File: src/rtl/slice_pack_pkg.sv
`default_nettype none
// +----------------------------------------------------------------------+
// | slice_pack_pkg - shared widths, beat map and FSM state type          |
// | Revision: 1.0                                                        |
// +----------------------------------------------------------------------+
package slice_pack_pkg;

  localparam int NIBBLE_W = 4;
  localparam int WORD_W   = 16;
  localparam int BEATS    = 4;
  localparam int CNT_W    = 2;

  typedef enum logic {
    ST_IDLE = 1'b0,
    ST_FILL = 1'b1
  } state_e;

  // Beat b lands at out[b*NIBBLE_W +: NIBBLE_W].
  function automatic int beat_lsb(input int b);
    return b * NIBBLE_W;
  endfunction

endpackage
`default_nettype wire

File: src/rtl/slice_pack_if.sv
`default_nettype none
// +----------------------------------------------------------------------+
// | slice_pack_if - nibble-in / word-out handshake bundle                |
// | Revision: 1.0                                                        |
// +----------------------------------------------------------------------+
interface slice_pack_if;
  import slice_pack_pkg::*;

  logic [NIBBLE_W-1:0] in;
  logic                in_valid;
  logic                in_first;
  logic                in_ready;
  logic [WORD_W-1:0]   out;
  logic                out_valid;
  logic                out_ready;
  logic                err;

  modport master (
    output in, in_valid, in_first, out_ready,
    input  in_ready, out, out_valid, err
  );

  modport slave (
    input  in, in_valid, in_first, out_ready,
    output in_ready, out, out_valid, err
  );

endinterface
`default_nettype wire

File: src/rtl/slice_pack_outreg.sv
`default_nettype none
// +----------------------------------------------------------------------+
// | slice_pack_outreg - one-entry valid/ready word register              |
// | Revision: 1.0                                                        |
// +----------------------------------------------------------------------+
module slice_pack_outreg
  import slice_pack_pkg::*;
(
  input  wire logic              clk,
  input  wire logic              arst_n,
  input  wire logic              load_i,
  input  wire logic [WORD_W-1:0] data_i,
  input  wire logic              ready_i,
  output logic                   valid_o,
  output logic      [WORD_W-1:0] data_o
);

  logic              valid_q;
  logic [WORD_W-1:0] data_q;

  // The producer only loads when the slot is empty or draining this cycle.
  always_ff @(posedge clk or negedge arst_n) begin
    if (!arst_n) begin
      valid_q <= 1'b0;
      data_q  <= '0;
    end else if (load_i) begin
      valid_q <= 1'b1;
      data_q  <= data_i;
    end else if (valid_q && ready_i) begin
      valid_q <= 1'b0;
    end
  end

  assign valid_o = valid_q;
  assign data_o  = data_q;

endmodule
`default_nettype wire

File: src/rtl/slice_pack.sv
`default_nettype none
// +----------------------------------------------------------------------+
// | slice_pack - packs four framed nibble beats into a 16-bit word       |
// | Revision: 1.0                                                        |
// +----------------------------------------------------------------------+
module slice_pack
  import slice_pack_pkg::*;
#(
  parameter bit SWAP_B0 = 1'b1
) (
  input  wire logic  clk,
  input  wire logic  arst_n,
  slice_pack_if.slave bus
);

  localparam logic [CNT_W-1:0] LAST_BEAT = CNT_W'(BEATS - 1);

  state_e              state_q, state_d;
  logic [CNT_W-1:0]    cnt_q, cnt_d;
  logic [WORD_W-1:0]   acc_q, acc_d;
  logic                err_q, err_d;
  logic [NIBBLE_W-1:0] b0_nib;
  logic                in_rdy;
  logic                accept;
  logic                load;
  logic                out_vld;
  logic [WORD_W-1:0]   out_word;
  logic [WORD_W-1:0]   load_word;

  if (SWAP_B0) begin : g_swap
    assign b0_nib = {bus.in[1:0], bus.in[3:2]};
  end else begin : g_noswap
    assign b0_nib = bus.in;
  end

  // Only the completing beat needs the output slot, so beats 0-2 flow during a stall.
  assign in_rdy    = (cnt_q != LAST_BEAT) || !out_vld || bus.out_ready;
  assign accept    = bus.in_valid && in_rdy;
  assign load_word = {bus.in, acc_q[WORD_W-NIBBLE_W-1:0]};

  always_comb begin
    cnt_d = cnt_q;
    acc_d = acc_q;
    err_d = 1'b0;
    load  = 1'b0;
    if (accept) begin
      if (bus.in_first) begin
        err_d                 = (state_q != ST_IDLE);
        acc_d                 = '0;
        acc_d[NIBBLE_W-1:0]   = b0_nib;
        cnt_d                 = CNT_W'(1);
      end else if (state_q == ST_IDLE) begin
        err_d = 1'b1;
      end else begin
        for (int b = 1; b < BEATS; b++) begin
          if (cnt_q == CNT_W'(b)) begin
            acc_d[beat_lsb(b) +: NIBBLE_W] = bus.in;
          end
        end
        load  = (cnt_q == LAST_BEAT);
        cnt_d = cnt_q + CNT_W'(1);
      end
    end
    state_d = (cnt_d == '0) ? ST_IDLE : ST_FILL;
  end

  always_ff @(posedge clk or negedge arst_n) begin
    if (!arst_n) begin
      state_q <= ST_IDLE;
      cnt_q   <= '0;
      acc_q   <= '0;
      err_q   <= 1'b0;
    end else begin
      state_q <= state_d;
      cnt_q   <= cnt_d;
      acc_q   <= acc_d;
      err_q   <= err_d;
    end
  end

  slice_pack_outreg u_outreg (
    .clk     (clk),
    .arst_n  (arst_n),
    .load_i  (load),
    .data_i  (load_word),
    .ready_i (bus.out_ready),
    .valid_o (out_vld),
    .data_o  (out_word)
  );

  assign bus.in_ready  = in_rdy;
  assign bus.out       = out_word;
  assign bus.out_valid = out_vld;
  assign bus.err       = err_q;

endmodule
`default_nettype wire

File: src/flat_wrapper.sv
// flat-port wrapper written by rule: the top's interface ports become plain ports
module slice_pack_flat import slice_pack_pkg::*;
#(
  parameter bit SWAP_B0 = 1'b1
)
  (clk, arst_n, bus_in, bus_in_valid, bus_in_first, bus_out_ready, bus_in_ready, bus_out, bus_out_valid, bus_err);
  slice_pack_if bus_i ();
  input  wire logic clk;
  input  wire logic arst_n;
  input wire logic [$bits(bus_i.in)-1:0] bus_in;
  input wire logic [$bits(bus_i.in_valid)-1:0] bus_in_valid;
  input wire logic [$bits(bus_i.in_first)-1:0] bus_in_first;
  input wire logic [$bits(bus_i.out_ready)-1:0] bus_out_ready;
  output wire logic [$bits(bus_i.in_ready)-1:0] bus_in_ready;
  output wire logic [$bits(bus_i.out)-1:0] bus_out;
  output wire logic [$bits(bus_i.out_valid)-1:0] bus_out_valid;
  output wire logic [$bits(bus_i.err)-1:0] bus_err;
  assign bus_i.in = bus_in;
  assign bus_i.in_valid = bus_in_valid;
  assign bus_i.in_first = bus_in_first;
  assign bus_i.out_ready = bus_out_ready;
  assign bus_in_ready = bus_i.in_ready;
  assign bus_out = bus_i.out;
  assign bus_out_valid = bus_i.out_valid;
  assign bus_err = bus_i.err;
  slice_pack #(.SWAP_B0(SWAP_B0)) u_core (.clk(clk), .arst_n(arst_n), .bus(bus_i));
endmodule
File: config.mk
export PLATFORM = sky130hd
export DESIGN_NAME = slice_pack_flat
export DESIGN_NICKNAME = d
export VERILOG_FILES = /design/src/rtl/slice_pack_pkg.sv /design/src/rtl/slice_pack_if.sv /design/src/rtl/slice_pack_outreg.sv /design/src/rtl/slice_pack.sv /design/src/flat_wrapper.sv
export SDC_FILE = /design/constraint.sdc
export NUM_CORES = 1
export LEC_CHECK = 0
export ABC_AREA = 1
export CORE_ASPECT_RATIO = 1.1
export CORE_UTILIZATION = 45
export CTS_CLUSTER_DIAMETER = 150
export DETAILED_ROUTE_END_ITERATION = 7
export PLACE_DENSITY_LB_ADDON = 0.15
export SKIP_LAST_GASP = 1
export SLEW_MARGIN = 20
export SYNTH_ARGS = -nofsm -noshare
export SYNTH_HDL_FRONTEND = slang
export SYNTH_SLANG_ARGS = --single-unit
export TNS_END_PERCENT = 20
File: constraint.sdc
create_clock -name clk -period 2.3 [get_ports clk]
set_input_delay 0.46 -clock clk [delete_from_list [all_inputs] [get_ports clk]]
set_output_delay 0.46 -clock clk [all_outputs]
set_load 0.03 [all_outputs]
# --- Yosys cells after proc, flatten, opt, wreduce, memory -nomap -nowiden ---
# Index checks and enable logic that the tools add are counted.
totals:
  register_bits: 33
  in_bits: 9
  out_inout_bits: 19
  wordCells: 42
classes:
  n_addsub: 1
  n_eq_ne: 4
  mux: 16
  reduce_logical: 13
op_table:
  columns: ["operator", "n"]
  rows:
  - ["$mux 8", 2]
  - ["$mux 1", 9]
  - ["$mux 4", 2]
  - ["$reduce_bool 2->1", 4]
  - ["$mux 2", 3]
  - ["$reduce_and 3->1", 2]
  - ["$eq 2x2->1 const B", 2]
  - ["$add 2x1->2 const B", 1]
  - ["$eq 2x1->1 const B", 1]
  - ["$logic_and 1x1->1", 2]
  - ["$logic_not 2->1", 1]
  - ["$logic_or 1x1->1", 2]
  - ["$ne 2x2->1 const B", 1]
  - ["$reduce_and 2->1", 1]
  - ["$logic_not 1->1", 1]

# --- Logic depth before layout (Yosys ltp) ---
# Gate-level depths: netlist (run 1).
logic_depth:
  word_depth: 7
  depth_mapped: 8
  ltp_nobuf: 7

# --- Cells and area by module ---
# A second synthesis (run 1) with hierarchy kept.
hier_totals:
  hier_cells: 176
  hier_area_um2: 1485.2
modules_own_cells:
  columns: ["mod", "instances", "cells_per_inst", "area_per_inst_um2", "seq_area_each_um2"]
  rows:
  - ["slice_pack", 1, 104, 809.5, 400.4]
  - ["slice_pack_outreg", 1, 72, 675.6, 425.4]

# --- Least setup slack after synthesis (run 1) ---
# OpenSTA, ideal clock, no wires.
synth_timing:
  path_kind: "register to register"
  start: "register u_core.cnt_q[0]"
  end: "register u_core.acc_q[0]"
  setup_ns: 0.065
  arrival_ns: 1.380
  required_ns: 2.235
  path_slack_ns: 0.855
  stages_incl_launch_ff: 7
  path_buffers: 0
  period_less_slack_ns: 1.445
  cell_sequence: "dfrtp_1 > ha_1 > nand3_1 > nand2_1 > nor2_1 > nand2_1 > nand2_1"
synth_via:
  elab_chain_len: 5
synth_lines:
  columns: ["element", "line_no", "rtl"]
  rows:
  - ["start: declaration", "slice_pack.sv:19", "logic [CNT_W-1:0] cnt_q, cnt_d;"]
  - ["start signal: assignment", "slice_pack.sv:75", "cnt_q <= cnt_d;"]
  - ["$ne 2x2->1", "slice_pack.sv:37", "assign in_rdy = (cnt_q != LAST_BEAT) || !out_vld || bus.out_ready;"]
  - ["$logic_or 1x1->1 (2 in series)", "slice_pack.sv:37", null]
  - ["net bus_in_ready", "flat_wrapper.sv:14", "output wire logic [$bits(bus_i.in_ready)-1:0] bus_in_ready;"]
  - ["$logic_and 1x1->1", "slice_pack.sv:38", "assign accept = bus.in_valid && in_rdy;"]
  - ["$reduce_and 2->1 (no source line)", null, null]
  - ["end signal: assignment", "slice_pack.sv:71", "acc_q <= '0;"]
  - ["end signal: assignment", "slice_pack.sv:76", "acc_q <= acc_d;"]
  - ["end: declaration", "slice_pack.sv:20", "logic [WORD_W-1:0] acc_q, acc_d;"]
# The timed path passes the listed nets, and every way through them passes these cells.
# A chain may end at the register's enable or synchronous reset.

# --- Final worst setup path (run 1) ---
layout_timing:
  start: "register u_core.cnt_q[0]"
  end: "output bus_in_ready"
layout_via:
  elab_chain_len: 3
layout_lines:
  columns: ["element", "line_no"]
  rows:
  - ["$ne 2x2->1", "slice_pack.sv:37"]
  - ["$logic_or 1x1->1 (2 in series)", "slice_pack.sv:37"]
  - ["end: declaration", "flat_wrapper.sv:14"]
# Every way passes these cells.

==> results.yml, run 1 <==
final_layout:
  multi_input_area_um2: 576
  nFillCells: 305
  n_antenna_cell: 0
  fin_nets: 221
  finish.utilization: 0.596
  drive_gt1_frac: 0.0817
  ff_latch_area_um2: 826
  area_growth_syn_to_layout_pct: 23.1
outcome:
  status: "finished with violations"
  violations: "DRC"
power_and_ir_drop:
  pwr-share-comb: 0.426
  switchingPower_mw: 0.828
  swShare: 0.397
  p_per_area_nw_per_um2: 1130
  seqPwrFrac: 0.415
  pwr-share-clk: 0.158
  p_int_mw: 1.26
  ir_drop_uv: 572
  p_leak_nw: 1.01
synthesis:
  async_flop_share: 1.00
  synth_xor_xnor_area_share: 0
  synth_top_area_frac: 0.550
  synth-edff-count: 0
  synth_compound_gate_area_share: 0
  ys_ff_latch: 33
  yosysTopAreaCell: "dfrtp_1"
  synth_top_family_by_area: "simple AND/OR/NAND/NOR gates"
  yosys-top-cells-count: "nand2_1, dfrtp_1, nand3_1"
  synth_area_leaders: "dfrtp_1, nand2_1, nand3_1"
  synth_most_common_cell: "nand2_1"
  avgSynthCellArea_um2: 8.52
  synth_warnings: 0
  ys_types: 14
  ys.flop_type: "dfrtp_1"
  yosysSeqAreaShare: 0.550
  synth.mux.area_fraction: 0
  synthSimpleGateAreaFrac: 0.350
  syn_nets: 189
  synth_fa_ha_area_frac: 0.0334
  netlist_instances: 176
  syn_area_um2: 1500
sta:
  fin_crit_sh: 0.823
  relSlewSlack: 0.729
  setup_violations: 0
  skew_ns: 0.00237
  fmax_mhz: 528
  worst_pin_slew_ns: 0.407
  hold_viol: 0
  finalSetupTns_ns: 0
  min_period_ns: 1.89
  rsz0062_at_grt: "no"
  slew_violations: 0
die:
  die_w_um: 57.1
  start_util: 0.484
  core-area_um2: 3100
  die-area_um2: 3570
  die_h_um: 62.6
  rows: 21
  num_io_pins: 28
worst_setup_path:
  crit_required_ns: 1.84
  worstPathMaxFanout: 5
  r2r_cells: 7
  crit_type: "flop to output pin"
  worstSetupStartpointType: "flop"
  endpoint_kind: "output pin"
  cp_data_arrival_time_ns: 1.43
  r2r_slack_ns: 0.70
placement:
  dp_hpwl_um: 2100
  gp_congestion: 0.828
  numPortBuffers: 27
clocking:
  cts.reportedPaths.clkPinSlew_ns: 0.09
  postCtsSetupRepairBufs: 0
  cts.path.max_buffers: 2
  clk-insertion-delay-late_ns: 0.34
  cts_tree: "yes"
  cts_buffers: 5
  root_buffer: "clkbuf_4"
  htree_levels: 2
  clock_sinks: 33
worst_hold_path:
  hold_path_depth: 2
  worst_hold_path_type: "flop to flop"
detailed_routing:
  wl_met2_um: 1500
  route.detailed.drc: 4
  drtAntennaViolNets: 0
  avgViaCountPerCell: 5.04
  wl_met1_um: 1250
  wl_per_cell_um: 12.2
  drt_first_pass_iters: 6
  routed_wl_um: 2950
  drt_iter0_markers: 43
  wl_met3_um: 144
  top_layer: "met4"
  vias: 1219
global_route:
  grt_use_total: 0.195
  grt_pass1_vias: 1247
  grt_max_degree: 34
  antenna_found_initial: 0
  overflow: 0
  grt_pass1_wl_um: 5330
flow_run:
  cap_violations: 0
final cells by class:
class	count	area share
Tap cell	34	0.0230
Clock buffer	7	0.0298
Sequential cell	33	0.447
Inverter	12	0.0244
Timing Repair Buffer	31	0.164
Multi-Input combinational cell	125	0.312
final timing paths:
check / startpoint / endpoint
max: u_core.cnt_q[0]$_DFF_PN0_ / bus_in_ready
min: u_core.u_outreg.data_o[4]$_DFFE_PN0P_ / u_core.u_outreg.data_o[4]$_DFFE_PN0P_
max reg2reg: u_core.cnt_q[0]$_DFF_PN0_ / u_core.u_outreg.data_o[3]$_DFFE_PN0P_
min reg2reg: u_core.u_outreg.data_o[4]$_DFFE_PN0P_ / u_core.u_outreg.data_o[4]$_DFFE_PN0P_
max in group asynchronous: arst_n / u_core.state_q$_DFF_PN0_
min in group asynchronous: arst_n / u_core.u_outreg.data_o[4]$_DFFE_PN0P_
stage by stage:
stage	hold WS [ns]	instances	instance area, µm²	power, mW	setup slack [ns]
4_1_cts	0.480	242	1840	2.11	0.0169
2_1_floorplan	0.164	176	1500	1.41	0.855
3_3_place_gp	0.452	235	1790	1.75	0.0918
5_1_grt	0.504	242	1850	2.22	0.339
6_report	0.475	242	1850	2.09	0.406
3_5_place_dp	0.457	235	1790	1.78	0.0872
kinds of logic (layout without fill, tap and decap cells):
family | Yosys count | after routing
flip-flops | 33 | 33
buffers and inverters | 18 | 50
adder cells (fa/ha/maj) | 4 | 4
AND/OR/NAND/NOR | 121 | 121
cells in the final DEF (no fill, tap or decap), drive strengths merged:
master / netlist / routed
dlymetal6s2s: 0 / 1
dfrtp: 33 / 33
nand3: 26 / 26
nand2: 80 / 80
nor2: 15 / 15
clkdlybuf4s50: 0 / 26
ha: 4 / 4
inv: 12 / 12
clkbuf: 0 / 7
buf: 6 / 4
power by group through the flow:
| stage | clock [mW] | combinational [mW] | sequential, mW |
|---|---|---|---|
| 2_1_floorplan | 0 | 0.259 | 1.15 |
| 4_1_cts | 0.343 | 0.900 | 0.870 |
| 5_1_grt | 0.367 | 0.960 | 0.896 |
| 3_5_place_dp | 0 | 0.898 | 0.881 |
| 3_3_place_gp | 0 | 0.881 | 0.868 |
| 6_report | 0.330 | 0.890 | 0.867 |
sequential cells by signal, summed over array words and instances, names as in the netlist:
| signal | cells |
|---|---|
| u_core.acc_q | 12 |
| u_core.cnt_q | 2 |
| u_core.bus.err | 1 |
| u_core.u_outreg.valid_o | 1 |
| u_core.u_outreg.data_o | 16 |
| u_core.state_q | 1 |
timing repair:
action                                 4_1_cts  5_1_grt
hold buffers                                 0        0
endpoints found under the hold margin        0        0
setup endpoints to repair                    0        1
gates resized for setup                      0        1
critical path, cell delays in order (launching register included):
cell            delay (ns)
dfrtp_1               0.44
ha_1                  0.25
nand3_1               0.11
dlymetal6s2s_1        0.29
per-layer routing:
layer / vias up / global-route usage
li1: 603 / -
met4: 0 / 0.0854
met3: 8 / 0.0663
met5: - / 0
met2: 26 / 0.331
met1: 582 / 0.221
Note: power is estimated with default switching activity, not from simulation.
==> run 2, diff against run 1 <==
==> constraint.sdc (replaced) <==
create_clock -name clk -period 1.9 [get_ports clk]
set_input_delay 0.38 -clock clk [delete_from_list [all_inputs] [get_ports clk]]
set_output_delay 0.38 -clock clk [all_outputs]
set_load 0.03 [all_outputs]
==> results.yml, run 2 (synthesis gave the netlist of run 1 again) <==
flow_run:
  cap_violations: 0
sta:
  skew_ns: 0.00853
  relSlewSlack: 0.723
  finalSetupTns_ns: 0
  worst_pin_slew_ns: 0.415
  rsz0062_at_grt: "no"
  setup_violations: 0
  hold_viol: 0
  slew_violations: 0
  min_period_ns: 1.79
  fin_crit_sh: 0.945
  fmax_mhz: 557
detailed_routing:
  drtAntennaViolNets: 0
  drt_iter0_markers: 46
  avgViaCountPerCell: 4.95
  wl_met2_um: 1450
  top_layer: "met4"
  wl_met3_um: 111
  wl_met1_um: 1300
  route.detailed.drc: 4
  drt_first_pass_iters: 6
  vias: 1209
  routed_wl_um: 2920
  wl_per_cell_um: 12.0
power_and_ir_drop:
  p_leak_nw: 1.02
  ir_drop_uv: 667
  finalPower_mw: 2.52
  p_per_area_nw_per_um2: 1360
worst_setup_path:
  r2r_slack_ns: 0.29
  crit_type: "flop to output pin"
  critical_path_buf_inv_count: 1
  rr_startpoint: "u_core.cnt_q[0]$_DFF_PN0_"
  worstPathMaxFanout: 4
  r2r_end: "u_core.u_outreg.data_o[6]$_DFFE_PN0P_"
  worstSetupStartpointType: "flop"
  slowest_delay_ns: 0.69
  endpoint_kind: "output pin"
  crit_required_ns: 1.52
  critPathTopFamily: "buffers and inverters"
  cp_data_arrival_time_ns: 1.41
  critPathSlowestCell: "clkdlybuf4s50_1"
  r2r_cells: 7
  crit_chain: "clkdlybuf4s50_1"
outcome:
  status: "finished with violations"
  violations: "DRC"
clocking:
  root_buffer: "clkbuf_4"
  cts.path.max_buffers: 2
  clock_sinks: 33
  holdBufCountCts: 0
  cts_buffers: 5
  cts.reportedPaths.clkPinSlew_ns: 0.09
  cts_tree: "yes"
  cts_resized: 0
  postCtsSetupRepairBufs: 0
  clk-insertion-delay-late_ns: 0.33
  htree_levels: 2
global_route:
  grt_pass1_vias: 1230
  antenna_found_initial: 0
  grt_use_total: 0.197
  grt_pass1_wl_um: 5330
  overflow: 0
  grt_max_degree: 34
final_layout:
  layout_commonest_cell: "nand2_1"
  final_cell_mix: "nand2_1, dfrtp_1, nand3_1, clkdlybuf4s50_1, inv_1"
  area_growth_syn_to_layout_pct: 23.8
  final_cells: 244
  drive_gt1_frac: 0.0952
  n_antenna_cell: 0
  fin_nets: 223
  largest_reg_flops: 16
die:
  die_w_um: 57.1
  rows: 21
  start_util: 0.484
  die-area_um2: 3570
  die_h_um: 62.6
  core-area_um2: 3100
  num_io_pins: 28
placement:
  dp.cells: 237
  dp_hpwl_um: 2130
  numPortBuffers: 27
  gp_congestion: 0.864
worst_hold_path:
  worst_hold_path_type: "input pin to async pin"
run 2: metrics by stage:
step	setup WS (ns)	area [µm²]	hold slack (ns)	utilization
after detailed placement	0.121	1800	0.458	0.581
after global placement	0.146	1800	0.453	0.581
after global routing	0.0328	1860	0.460	0.599
final	0.105	1860	0.441	0.599
after CTS	0.0788	1860	0.444	0.599
after floorplan	0.455	1500	0.0844	-
run 2: power by group:
group | switching, mW | leakage [nW] | internal (mW)
logic | 0.649 | 0.565 | 0.430
registers | 0.126 | 0.420 | 0.925
clock network | 0.212 | 0.0314 | 0.174
total | 0.987 | 1.02 | 1.53
run 2: cell type report:
class                      instances  area (µm²)
sequential                        33         826
tap                               34        42.5
inverter                          12        45.0
multi-input combinational        125         576
timing repair buffer              33         313
fill                             307        1240
clock buffer                       7        55.1
run 2: routing by layer:
layer | up-vias | GRT usage
met1 | 571 | 0.234
li1 | 610 | -
met3 | 6 | 0.0621
met2 | 22 | 0.321
met4 | 0 | 0.0915
met5 | - | 0
run 2: worst max path at each step:
stage | endpoint | slack [ns] | depth (start not counted) | from
floorplan | u_core.acc_q[0]$_DFFE_PN0P_ | 0.45 | 6 | u_core.cnt_q[0]$_DFF_PN0_
global placement | u_core.acc_q[7]$_DFFE_PN0P_ | 0.15 | 7 | bus_in_first
detailed placement | u_core.acc_q[5]$_DFFE_PN0P_ | 0.12 | 7 | bus_in_first
CTS | bus_out_valid | 0.08 | 1 | u_core.u_outreg.valid_o$_DFFE_PN0P_
global route | bus_out_valid | 0.03 | 1 | u_core.u_outreg.valid_o$_DFFE_PN0P_
finish | bus_out_valid | 0.11 | 1 | u_core.u_outreg.valid_o$_DFFE_PN0P_
